[src/rtl/spi_pkg.sv]
// -----------------------------------------------------------------------------
// spi_pkg
// Shared definitions for the SPI response controller: controller state
// encoding, default command codes, fixed response codes and the status-byte
// packing helper.
// -----------------------------------------------------------------------------
package spi_pkg;

    typedef enum logic [2:0] {
        StIdle,
        StDecode,
        StWaitCost,
        StLoad,
        StShift
    } state_e;

    // Default command bytes understood by the controller.
    localparam logic [7:0] CMD_COST_DEF   = 8'h01;
    localparam logic [7:0] CMD_DIGIT_DEF  = 8'h02;
    localparam logic [7:0] CMD_STATUS_DEF = 8'h03;

    // Fixed response codes.
    localparam logic [7:0] RESP_TIMEOUT  = 8'hFE;  // cost engine did not answer
    localparam logic [7:0] RESP_NO_DIGIT = 8'hFF;  // no fresh digit available

    // Status byte layout: {5'b0, dig_valid, waiting_for_cost, cost_seen}.
    function automatic logic [7:0] status_byte(input logic dig_valid,
                                               input logic waiting,
                                               input logic cost_seen);
        return {5'b00000, dig_valid, waiting, cost_seen};
    endfunction

endpackage

[src/rtl/spi_response_ctrl_if.sv]
// -----------------------------------------------------------------------------
// spi_response_ctrl_if
// Bundles the SPI-side handshake (slave select, SCK edge strobe, received
// command, transmit load/data/shift) together with the network and cost engine
// handshakes used by spi_response_ctrl.
//   slave  modport: the controller's view (inputs from SPI front end / engines).
//   master modport: the environment's view (drives stimulus, observes outputs).
// -----------------------------------------------------------------------------
interface spi_response_ctrl_if;

    logic       ss_n;
    logic       sck_edge;
    logic       rx_valid;
    logic [7:0] rx_byte;
    logic       network_done;
    logic [3:0] detected_digit;
    logic       cost_ready;
    logic [7:0] cost_output;
    logic       tx_load;
    logic [7:0] tx_data;
    logic       tx_shift;
    logic       cost_req;
    logic       busy;

    modport slave (
        input  ss_n,
        input  sck_edge,
        input  rx_valid,
        input  rx_byte,
        input  network_done,
        input  detected_digit,
        input  cost_ready,
        input  cost_output,
        output tx_load,
        output tx_data,
        output tx_shift,
        output cost_req,
        output busy
    );

    modport master (
        output ss_n,
        output sck_edge,
        output rx_valid,
        output rx_byte,
        output network_done,
        output detected_digit,
        output cost_ready,
        output cost_output,
        input  tx_load,
        input  tx_data,
        input  tx_shift,
        input  cost_req,
        input  busy
    );

endinterface

[src/rtl/spi_bit_counter.sv]
// -----------------------------------------------------------------------------
// spi_bit_counter
// 3-bit bit counter for the shift phase.
//   clk   : system clock, rising edge
//   n_rst : asynchronous active-low reset
//   clr   : synchronous clear (wins over en)
//   en    : count enable, one increment per cycle
//   tc    : terminal count, high while the count is 7
// -----------------------------------------------------------------------------
module spi_bit_counter (
    input  logic clk,
    input  logic n_rst,
    input  logic clr,
    input  logic en,
    output logic tc
);

    logic [2:0] count_q;
    logic [2:0] count_d;

    always_comb begin
        count_d = count_q;
        if (clr) begin
            count_d = 3'd0;
        end else if (en) begin
            count_d = count_q + 3'd1;
        end
    end

    always_ff @(posedge clk or negedge n_rst) begin
        if (!n_rst) begin
            count_q <= 3'd0;
        end else begin
            count_q <= count_d;
        end
    end

    assign tc = (count_q == 3'd7);

endmodule

[src/rtl/spi_response_ctrl.sv]
// -----------------------------------------------------------------------------
// spi_response_ctrl
// Answers SPI command bytes with a one-byte response: the cost value (fetched
// from the cost engine with a timeout), the last detected digit, or a status
// byte. The response is handed to an external shift register via tx_load /
// tx_data and then shifted out under control of tx_shift.
//   clk, n_rst : system clock (rising edge), asynchronous active-low reset
//   bus        : spi_response_ctrl_if.slave
//                in : ss_n, sck_edge, rx_valid, rx_byte, network_done,
//                     detected_digit, cost_ready, cost_output
//                out: tx_load, tx_data, tx_shift, cost_req, busy
// -----------------------------------------------------------------------------
module spi_response_ctrl
    import spi_pkg::*;
#(
    parameter int unsigned COST_TIMEOUT = 255,
    parameter logic [7:0]  CMD_COST     = CMD_COST_DEF,
    parameter logic [7:0]  CMD_DIGIT    = CMD_DIGIT_DEF,
    parameter logic [7:0]  CMD_STATUS   = CMD_STATUS_DEF
) (
    input  logic               clk,
    input  logic               n_rst,
    spi_response_ctrl_if.slave bus
);

    // Wait counter runs 0 .. COST_TIMEOUT-1, so LOAD follows exactly
    // COST_TIMEOUT cycles after WAIT_COST is entered.
    localparam int unsigned    TW        = (COST_TIMEOUT < 2) ? 1 : $clog2(COST_TIMEOUT + 1);
    localparam logic [TW-1:0]  WAIT_LAST = TW'(COST_TIMEOUT - 1);

    state_e         state_q, state_d;
    logic [7:0]     cmd_q, cmd_d;
    logic [TW-1:0]  wait_cnt_q, wait_cnt_d;
    logic [7:0]     cost_resp_q, cost_resp_d;
    logic           dig_valid_q, dig_valid_d;
    logic [3:0]     digit_q, digit_d;
    logic           cost_seen_q, cost_seen_d;
    logic [7:0]     tx_data_q, tx_data_d;

    logic [7:0]     response;
    logic           tx_load, tx_shift, cost_req;
    logic           bit_clr, bit_en, bit_tc;
    logic           read_digit, read_status;

    spi_bit_counter u_bit_counter (
        .clk   (clk),
        .n_rst (n_rst),
        .clr   (bit_clr),
        .en    (bit_en),
        .tc    (bit_tc)
    );

    // Next state and per-state strobes. Slave select high in any active state
    // abandons the transaction; a LOAD in progress still issues its tx_load.
    always_comb begin
        state_d     = state_q;
        cmd_d       = cmd_q;
        wait_cnt_d  = wait_cnt_q;
        cost_resp_d = cost_resp_q;
        tx_load     = 1'b0;
        tx_shift    = 1'b0;
        cost_req    = 1'b0;
        bit_clr     = 1'b1;
        bit_en      = 1'b0;

        unique case (state_q)
            StIdle: begin
                wait_cnt_d = '0;
                if (bus.rx_valid && !bus.ss_n) begin
                    cmd_d   = bus.rx_byte;
                    state_d = StDecode;
                end
            end

            StDecode: begin
                if (bus.ss_n) begin
                    state_d = StIdle;
                end else if (cmd_q == CMD_COST) begin
                    cost_req   = 1'b1;
                    wait_cnt_d = '0;
                    state_d    = StWaitCost;
                end else if (cmd_q == CMD_DIGIT || cmd_q == CMD_STATUS) begin
                    state_d = StLoad;
                end else begin
                    state_d = StIdle;
                end
            end

            StWaitCost: begin
                if (bus.ss_n) begin
                    wait_cnt_d = '0;
                    state_d    = StIdle;
                end else if (bus.cost_ready) begin
                    cost_resp_d = bus.cost_output;
                    wait_cnt_d  = '0;
                    state_d     = StLoad;
                end else if (wait_cnt_q == WAIT_LAST) begin
                    cost_resp_d = RESP_TIMEOUT;
                    wait_cnt_d  = '0;
                    state_d     = StLoad;
                end else begin
                    wait_cnt_d = wait_cnt_q + TW'(1);
                end
            end

            StLoad: begin
                tx_load = 1'b1;
                state_d = bus.ss_n ? StIdle : StShift;
            end

            StShift: begin
                tx_shift = bus.sck_edge;
                bit_clr  = bus.ss_n;
                bit_en   = bus.sck_edge;
                if (bus.ss_n || (bus.sck_edge && bit_tc)) begin
                    state_d = StIdle;
                end
            end

            default: begin
                state_d = StIdle;
            end
        endcase
    end

    // Response selection; only meaningful while in LOAD.
    always_comb begin
        if (cmd_q == CMD_COST) begin
            response = cost_resp_q;
        end else if (cmd_q == CMD_DIGIT) begin
            response = dig_valid_q ? {4'h0, digit_q} : RESP_NO_DIGIT;
        end else begin
            response = status_byte(dig_valid_q, state_q == StWaitCost, cost_seen_q);
        end
    end

    assign read_digit  = (state_q == StLoad) && (cmd_q == CMD_DIGIT);
    assign read_status = (state_q == StLoad) && (cmd_q == CMD_STATUS);

    // Digit buffer, cost_seen flag and held tx_data. A new digit arriving in
    // the same cycle it is read keeps dig_valid set.
    always_comb begin
        dig_valid_d = dig_valid_q;
        digit_d     = digit_q;
        cost_seen_d = cost_seen_q;
        tx_data_d   = tx_data_q;

        if (bus.network_done) begin
            dig_valid_d = 1'b1;
            digit_d     = bus.detected_digit;
        end else if (read_digit) begin
            dig_valid_d = 1'b0;
        end

        if (bus.cost_ready) begin
            cost_seen_d = 1'b1;
        end else if (read_status) begin
            cost_seen_d = 1'b0;
        end

        if (state_q == StLoad) begin
            tx_data_d = response;
        end
    end

    always_ff @(posedge clk or negedge n_rst) begin
        if (!n_rst) begin
            state_q     <= StIdle;
            cmd_q       <= 8'h00;
            wait_cnt_q  <= '0;
            cost_resp_q <= 8'h00;
            dig_valid_q <= 1'b0;
            digit_q     <= 4'h0;
            cost_seen_q <= 1'b0;
            tx_data_q   <= 8'hFF;
        end else begin
            state_q     <= state_d;
            cmd_q       <= cmd_d;
            wait_cnt_q  <= wait_cnt_d;
            cost_resp_q <= cost_resp_d;
            dig_valid_q <= dig_valid_d;
            digit_q     <= digit_d;
            cost_seen_q <= cost_seen_d;
            tx_data_q   <= tx_data_d;
        end
    end

    // tx_data presents the response during LOAD itself, then holds it.
    assign bus.tx_data  = (state_q == StLoad) ? response : tx_data_q;
    assign bus.tx_load  = tx_load;
    assign bus.tx_shift = tx_shift;
    assign bus.cost_req = cost_req;
    assign bus.busy     = (state_q != StIdle);

endmodule

[src/flat_wrapper.sv]
// flat-port wrapper written by rule: the top's interface ports become plain ports
module spi_response_ctrl_flat import spi_pkg::*;
#(
    parameter int unsigned COST_TIMEOUT = 255,
    parameter logic [7:0]  CMD_COST     = CMD_COST_DEF,
    parameter logic [7:0]  CMD_DIGIT    = CMD_DIGIT_DEF,
    parameter logic [7:0]  CMD_STATUS   = CMD_STATUS_DEF
)
  (clk, n_rst, bus_ss_n, bus_sck_edge, bus_rx_valid, bus_rx_byte, bus_network_done, bus_detected_digit, bus_cost_ready, bus_cost_output, bus_tx_load, bus_tx_data, bus_tx_shift, bus_cost_req, bus_busy);
  spi_response_ctrl_if bus_i ();
  input  logic clk;
  input  logic n_rst;
  input wire logic [$bits(bus_i.ss_n)-1:0] bus_ss_n;
  input wire logic [$bits(bus_i.sck_edge)-1:0] bus_sck_edge;
  input wire logic [$bits(bus_i.rx_valid)-1:0] bus_rx_valid;
  input wire logic [$bits(bus_i.rx_byte)-1:0] bus_rx_byte;
  input wire logic [$bits(bus_i.network_done)-1:0] bus_network_done;
  input wire logic [$bits(bus_i.detected_digit)-1:0] bus_detected_digit;
  input wire logic [$bits(bus_i.cost_ready)-1:0] bus_cost_ready;
  input wire logic [$bits(bus_i.cost_output)-1:0] bus_cost_output;
  output wire logic [$bits(bus_i.tx_load)-1:0] bus_tx_load;
  output wire logic [$bits(bus_i.tx_data)-1:0] bus_tx_data;
  output wire logic [$bits(bus_i.tx_shift)-1:0] bus_tx_shift;
  output wire logic [$bits(bus_i.cost_req)-1:0] bus_cost_req;
  output wire logic [$bits(bus_i.busy)-1:0] bus_busy;
  assign bus_i.ss_n = bus_ss_n;
  assign bus_i.sck_edge = bus_sck_edge;
  assign bus_i.rx_valid = bus_rx_valid;
  assign bus_i.rx_byte = bus_rx_byte;
  assign bus_i.network_done = bus_network_done;
  assign bus_i.detected_digit = bus_detected_digit;
  assign bus_i.cost_ready = bus_cost_ready;
  assign bus_i.cost_output = bus_cost_output;
  assign bus_tx_load = bus_i.tx_load;
  assign bus_tx_data = bus_i.tx_data;
  assign bus_tx_shift = bus_i.tx_shift;
  assign bus_cost_req = bus_i.cost_req;
  assign bus_busy = bus_i.busy;
  spi_response_ctrl #(.COST_TIMEOUT(COST_TIMEOUT), .CMD_COST(CMD_COST), .CMD_DIGIT(CMD_DIGIT), .CMD_STATUS(CMD_STATUS)) u_core (.clk(clk), .n_rst(n_rst), .bus(bus_i));
endmodule
[config.mk]
export PLATFORM = sky130hd
export DESIGN_NAME = spi_response_ctrl_flat
export DESIGN_NICKNAME = d
export VERILOG_FILES = /design/src/rtl/spi_pkg.sv /design/src/rtl/spi_response_ctrl_if.sv /design/src/rtl/spi_bit_counter.sv /design/src/rtl/spi_response_ctrl.sv /design/src/flat_wrapper.sv
export SDC_FILE = /design/constraint.sdc
export NUM_CORES = 1
export LEC_CHECK = 0
export CELL_PAD_IN_SITES_DETAIL_PLACEMENT = 0
export CELL_PAD_IN_SITES_GLOBAL_PLACEMENT = 1
export CORE_MARGIN = 3
export CORE_UTILIZATION = 42
export CTS_BUF_LIST = sky130_fd_sc_hd__clkbuf_4
export DETAILED_ROUTE_END_ITERATION = 10
export GPL_TIMING_DRIVEN = 0
export PLACE_DENSITY = 0.8
export RECOVER_POWER = 100
export SKIP_LAST_GASP = 1
export SLEW_MARGIN = 10
export SYNTH_ARGS = -nofsm -noshare
export SYNTH_HDL_FRONTEND = slang
export SYNTH_HIERARCHICAL = 1
export SYNTH_SLANG_ARGS = --single-unit
[constraint.sdc]
create_clock -name clk -period 2.1 [get_ports clk]
set_clock_uncertainty 0.1 [all_clocks]
set_input_delay 0.315 -clock clk [delete_from_list [all_inputs] [get_ports clk]]
set_output_delay 0.315 -clock clk [all_outputs]
set_load 0.01 [all_outputs]
# After elaboration in Yosys (flattened, before gate mapping)
# Cells that the tools add are included.
# W data, S select, Z words.
[word_totals]
in_bits = 27
latchBits = 0
mem_bits_ro = 0
memories = 0
mem_bits_rw = 0
register_bits = 44
[op_classes]
n_mul = 0
order_cmp = 0
muxes = 34
n_addsub = 2
n_reduce_logical = 18
n_eq_ne = 14
div = 0
shift = 0
bitwise_logic = 1
[op_table]
columns = ["cell", "n"]
rows = [
  ["$mux W8", 11],
  ["$mux W3", 10],
  ["$pmux W8 S3", 1],
  ["$eq A8 B2 Y1 const B", 2],
  ["$pmux W3 S5", 1],
  ["$mux W1", 10],
  ["$reduce_and A3 Y1", 3],
  ["$add A8 B1 Y8 const B", 1],
  ["$eq A8 B1 Y1 const B", 1],
  ["$eq A8 B8 Y1 const B", 1],
  ["$reduce_bool A2 Y1", 4],
  ["$eq A3 B2 Y1 const B", 2],
  ["$eq A3 B3 Y1 const B", 2],
  ["$ne A2 B1 Y1 const B", 3],
  ["$reduce_bool A3 Y1", 2],
  ["$logic_and A1 B1 Y1", 4],
  ["$ne A4 B3 Y1 const B", 1],
  ["$add A3 B1 Y3 const B", 1],
  ["$eq A3 B1 Y1 const B", 1],
  ["$logic_not A3 Y1", 1],
  ["$logic_or A1 B1 Y1", 2],
  ["$mux W2", 1],
  ["$ne A2 B2 Y1 const B", 1],
  ["$reduce_and A2 Y1", 1],
  ["2 further kinds", 2],
]

# Longest topological paths before layout
[logic_depth]
word_depth = 6
mapped_depth = 7
depth_no_buf = 6

# By module
# Netlist, hierarchy kept.
[by_module_without_submodules]
columns = ["mod", "area_each_um2", "n_inst", "cells_each"]
rows = [
  ["spi_response_ctrl", 2010.7, 1, 189],
  ["spi_bit_counter", 140.1, 1, 11],
]

# Least setup slack after synthesis
# No wires, ideal clock.
[synth_path]
kind = "flip-flop to output port"
start = "register u_core.cmd_q[5]"
end = "output bus_tx_data[4]"
path_buffers = 1
required_ns = 1.685
path_stages_with_launch = 6
path_slack_ns = 0.096
arrival_ns = 1.589
cell_sequence = "dfrtp_1 -> nor4_4 -> buf_6 -> nand3_4 -> or3_4 -> a31oi_1"
[synth_via]
elab_chain_cells = 4
word_cells_on_any_way = 5
[synth_lines]
columns = ["element", "line_no", "rtl"]
rows = [
  ["start: declaration", "spi_response_ctrl.sv:32", "logic [7:0] cmd_q, cmd_d;"],
  ["start signal: assignment", "spi_response_ctrl.sv:178", "cmd_q <= cmd_d;"],
  ["$eq A8 B2 Y1", "spi_response_ctrl.sv:130", "end else if (cmd_q == CMD_DIGIT) begin"],
  ["$mux W8", "spi_response_ctrl.sv:130", ""],
  ["$mux W8 *", "spi_response_ctrl.sv:128", "if (cmd_q == CMD_COST) begin"],
  ["$mux W8 *", "spi_response_ctrl.sv:189", "assign bus.tx_data = (state_q == StLoad) ? response : tx_data_q;"],
  ["end: declaration", "flat_wrapper.sv:22", "output wire logic [$bits(bus_i.tx_data)-1:0] bus_tx_data;"],
]
# Every way passes the cells marked *; elsewhere a longest branch is shown, timed or not.

# Worst setup path after layout
[layout_path]
start = "register u_core.cmd_q[5]"
end = "output bus_tx_data[5]"
# Same word-level chain as after synthesis.

==> impl_results.md <==
* Status: finished with violations
* Failing checks: negative setup slack
* Internal at 1.39 mW
* Synth top area share at 41.9%
* First-pass GRT wire length at 8.42 mm
* RSZ-0062 raised after global routing: true
* Prevailing post-synth register cell: dfrtp_1
* Starting DRT DRC Count at 105
* Post-Syn Area at 0.00215 mm2
* Sequential share of the synthesized area at 51.7%
* Fin util at 60.3%
* Die width at 77.6 um
* Clock Path Buffers at 2
* Antenna Nets Post-Route at 0
* CP bufs+invs at 2
* Combinational power share at 20.5%
* Average via count per standard cell at 5.26
* Aggregate global routing overflow at 0
* Syn-to-layout area delta at 36.0%
* Hold Violations, Final at 0
* Initial Util at 44.4%
* Final instance area at 0.00293 mm2
* Yosys top cell by area: dfrtp_1
* Row count at 25
* Final slew viol count at 0
* H-tree level count at 2
* WS Path Type: register to output port
* Min cycle time layout at 2.51 ns
* Fmax at 0.398 GHz
* Power density over cell area at 654 mW/mm2
* NetSw at 0.518 mW
* Syn Inst Count at 200
* Total global-route track usage at 17.6%
* Crit share post-route at 120%
* Sequential share of power at 51.7%
* Hold Path Class: primary input to register
* Average cell area after synthesis at 10.8 um2
* Final non-filler cell total at 329
* Via count at 1729
* CP Launch Type: register
* Setup ws final at -0.410 ns
* DRC errors left at 0
* Measured slew at the worst slew-check pin at 0.945 ns
* Syn nets at 231
* Fill cells at 431
* Tot Pwr at 1.91 mW
* R2r worst-path depth at 7
* Routed wire length at 4.96 mm
* CTS Sinks at 44
* CP Max Fanout at 5
* CTS tree: done
* Largest net degree at the start of global routing at 28
* Clk slew on worst S/H paths at 0.13 ns
* Cell with the most instances after synthesis: dfrtp_1
* Number of global-route vias before repair at 1708
* Sw Share at 27.1%
* CP max-delay cell: dfrtp_1
* Top Family by Delay on Critical Path: simple AND/OR/NAND/NOR gates
* Layout cells sized above 1 at 30.5%
* Setup Viol. Count Final at 10
* Maxcap violations at 0
* Ys Warns at 6
* CP Cell Sequence: nor4_4, buf_6, nand3_4, or3_4, a31oi_4, buf_2
* CP arrival at 2.10 ns
* Die Y at 77.6 um
* Die area at 0.00602 mm2
* Post-synth ARST share at 100%
* Cts bufs inserted at 5
* Placed cells at 306
* CTS root buf: clkbuf_4
* Nets at 292
* Clk pwr share at 27.8%
* Maximum vdd drop at 0.424 mV
* CP required at 1.68 ns
* Pre-CTS WS at -0.544 ns
* Critical path capture point type: output port
* Initial antenna violation count at 0
* Netlist cell types at 46
* RD Place Congestion at 0.821
* Clk_lat worst skew at 0.35 ns
* Hold Path Stages at 3
* Max stage delay on crit path at 0.43 ns
* Core area at 0.00485 mm2
* Placed Area at 0.00263 mm2
* Post-DP HPWL at 3.34 mm
* Leakage at 1.24 nW
* Synth Register Bits at 44
* N_diodes at 0
* DR pass1 iterations at 4
* WP depth at 6
* Ranking of synthesized cells by area: dfrtp_1 42%, dfstp_2 9.8%, mux2_2 5.2%
* IO Count at 39
* Rel. slew slack at 37.0%
* Number of synthesized flops with an enable pin at 0
* Synth top cells by count: 36 x dfrtp_1, 17 x nand2_1, 16 x nor2_1, 14 x nand3_1, 11 x o21ai_0
* I/O Buffers at 38
* DR WL/cell at 15.1 um
cell usage in the layout, fill, tap and decap left out, drive strengths merged, types with 7 or more instances in the layout:
cell           synthesis  routed
clkbuf                 2       9
inv                    7       8
dfstp                  8       8
dfrtp                 36      36
clkdlybuf4s50          0      24
nand2                 18      18
nand3                 15      15
o22a                   7       7
mux2                  10      10
nor2                  16      16
o21ai                 11      11
buf                    5      28
layout make-up:
class / instances / area (um2) / area share (%)
Inverter: 8 / 35.0 / 1.20
Buffer: 7 / 46.3 / 1.58
Multi-Input combinational cell: 141 / 1090 / 37.3
Clock inverter: 3 / 46.3 / 1.58
Clock buffer: 5 / 37.5 / 1.28
Timing Repair Buffer: 54 / 470 / 16.1
Tap cell: 67 / 83.8 / 2.87
Sequential cell: 44 / 1110 / 38.1
kinds of logic (layout without fill, tap and decap cells):
kind of cell | count (synthesis) | after routing | synth area share, %
xor gates and xnor gates | 3 | 3 | 1.22
and+or+nand+nor | 74 | 74 | 20.0
buffers and inverters | 15 | 77 | 3.32
adders and majority gates | 4 | 4 | 2.33
AOI/OAI and AO/OA | 48 | 48 | 15.4
muxes | 12 | 12 | 6.17
DFF | 44 | 44 | 51.7
per-layer routing:
metal  up-vias  global-route usage, %  routed length (um)
met3         4                   3.83                 169
met1       842                   25.4                2370
met2        30                   26.9                2390
met5         -                      0                   0
met4         0                   4.80                  29
li1        853                      -                   -
power groups by stage:
| stage | combinational, mW | sequential, mW | clock [mW] |
|---|---|---|---|
| CTS | 0.371 | 0.990 | 0.563 |
| detailed placement | 0.336 | 1.00 | 0 |
| finish | 0.392 | 0.989 | 0.532 |
| global route | 0.424 | 0.998 | 0.596 |
| global placement | 0.330 | 0.998 | 0 |
| floorplan | 0.190 | 0.989 | 0 |
final timing paths:
kind	start	endpoint	slack (ns)
max	u_core/cmd_q[5]$_DFFE_PN0P_	bus_tx_data[5]	-0.41
max reg2reg	u_core/cmd_q[5]$_DFFE_PN0P_	u_core/tx_data_q[7]$_DFF_PN1_	0.13
max in group asynchronous	n_rst	u_core/tx_data_q[3]$_DFF_PN1_	0.27
min reg2reg	u_core/tx_data_q[3]$_DFF_PN1_	u_core/tx_data_q[3]$_DFF_PN1_	0.43
min	bus_detected_digit[1]	u_core/digit_q[1]$_DFFE_PN0P_	0.43
min in group asynchronous	n_rst	u_core/wait_cnt_q[2]$_DFFE_PN0P_	0.51
state kept, by name, indices dropped and copies added (netlist names):
signal,count
u_core/digit_q,4
u_core/dig_valid_q,1
u_core/u_bit_counter/count_q,3
u_core/cost_resp_q,8
u_core/wait_cnt_q,8
u_core/cost_seen_q,1
u_core/state_q,3
u_core/cmd_q,8
u_core/tx_data_q,8
timing repair:
item / CTS / global route
endpoints found under the setup margin: 12 / 13
setup buffers: 12 / 2
cloned: 0 / 0
hold buffers: 1 / 0
pin swaps: 8 / 8
gates resized for setup: 65 / 10
endpoints found under the hold margin: 16 / 0
per-stage QoR:
step                hold slack, ns  TNS (ns)
floorplan                  -0.0806         0
global placement             0.386    -24.78
detailed placement           0.184     -3.93
CTS                          0.315     -3.72
global route                 0.408     -4.83
finish                       0.426     -3.13
worst min-delay path, stage by stage:
cell and delay [ns]:
clkdlybuf4s50_1 0.39, nand2_1 0.06, o21ai_0 0.07
Power figures use the tool's default switching activity.
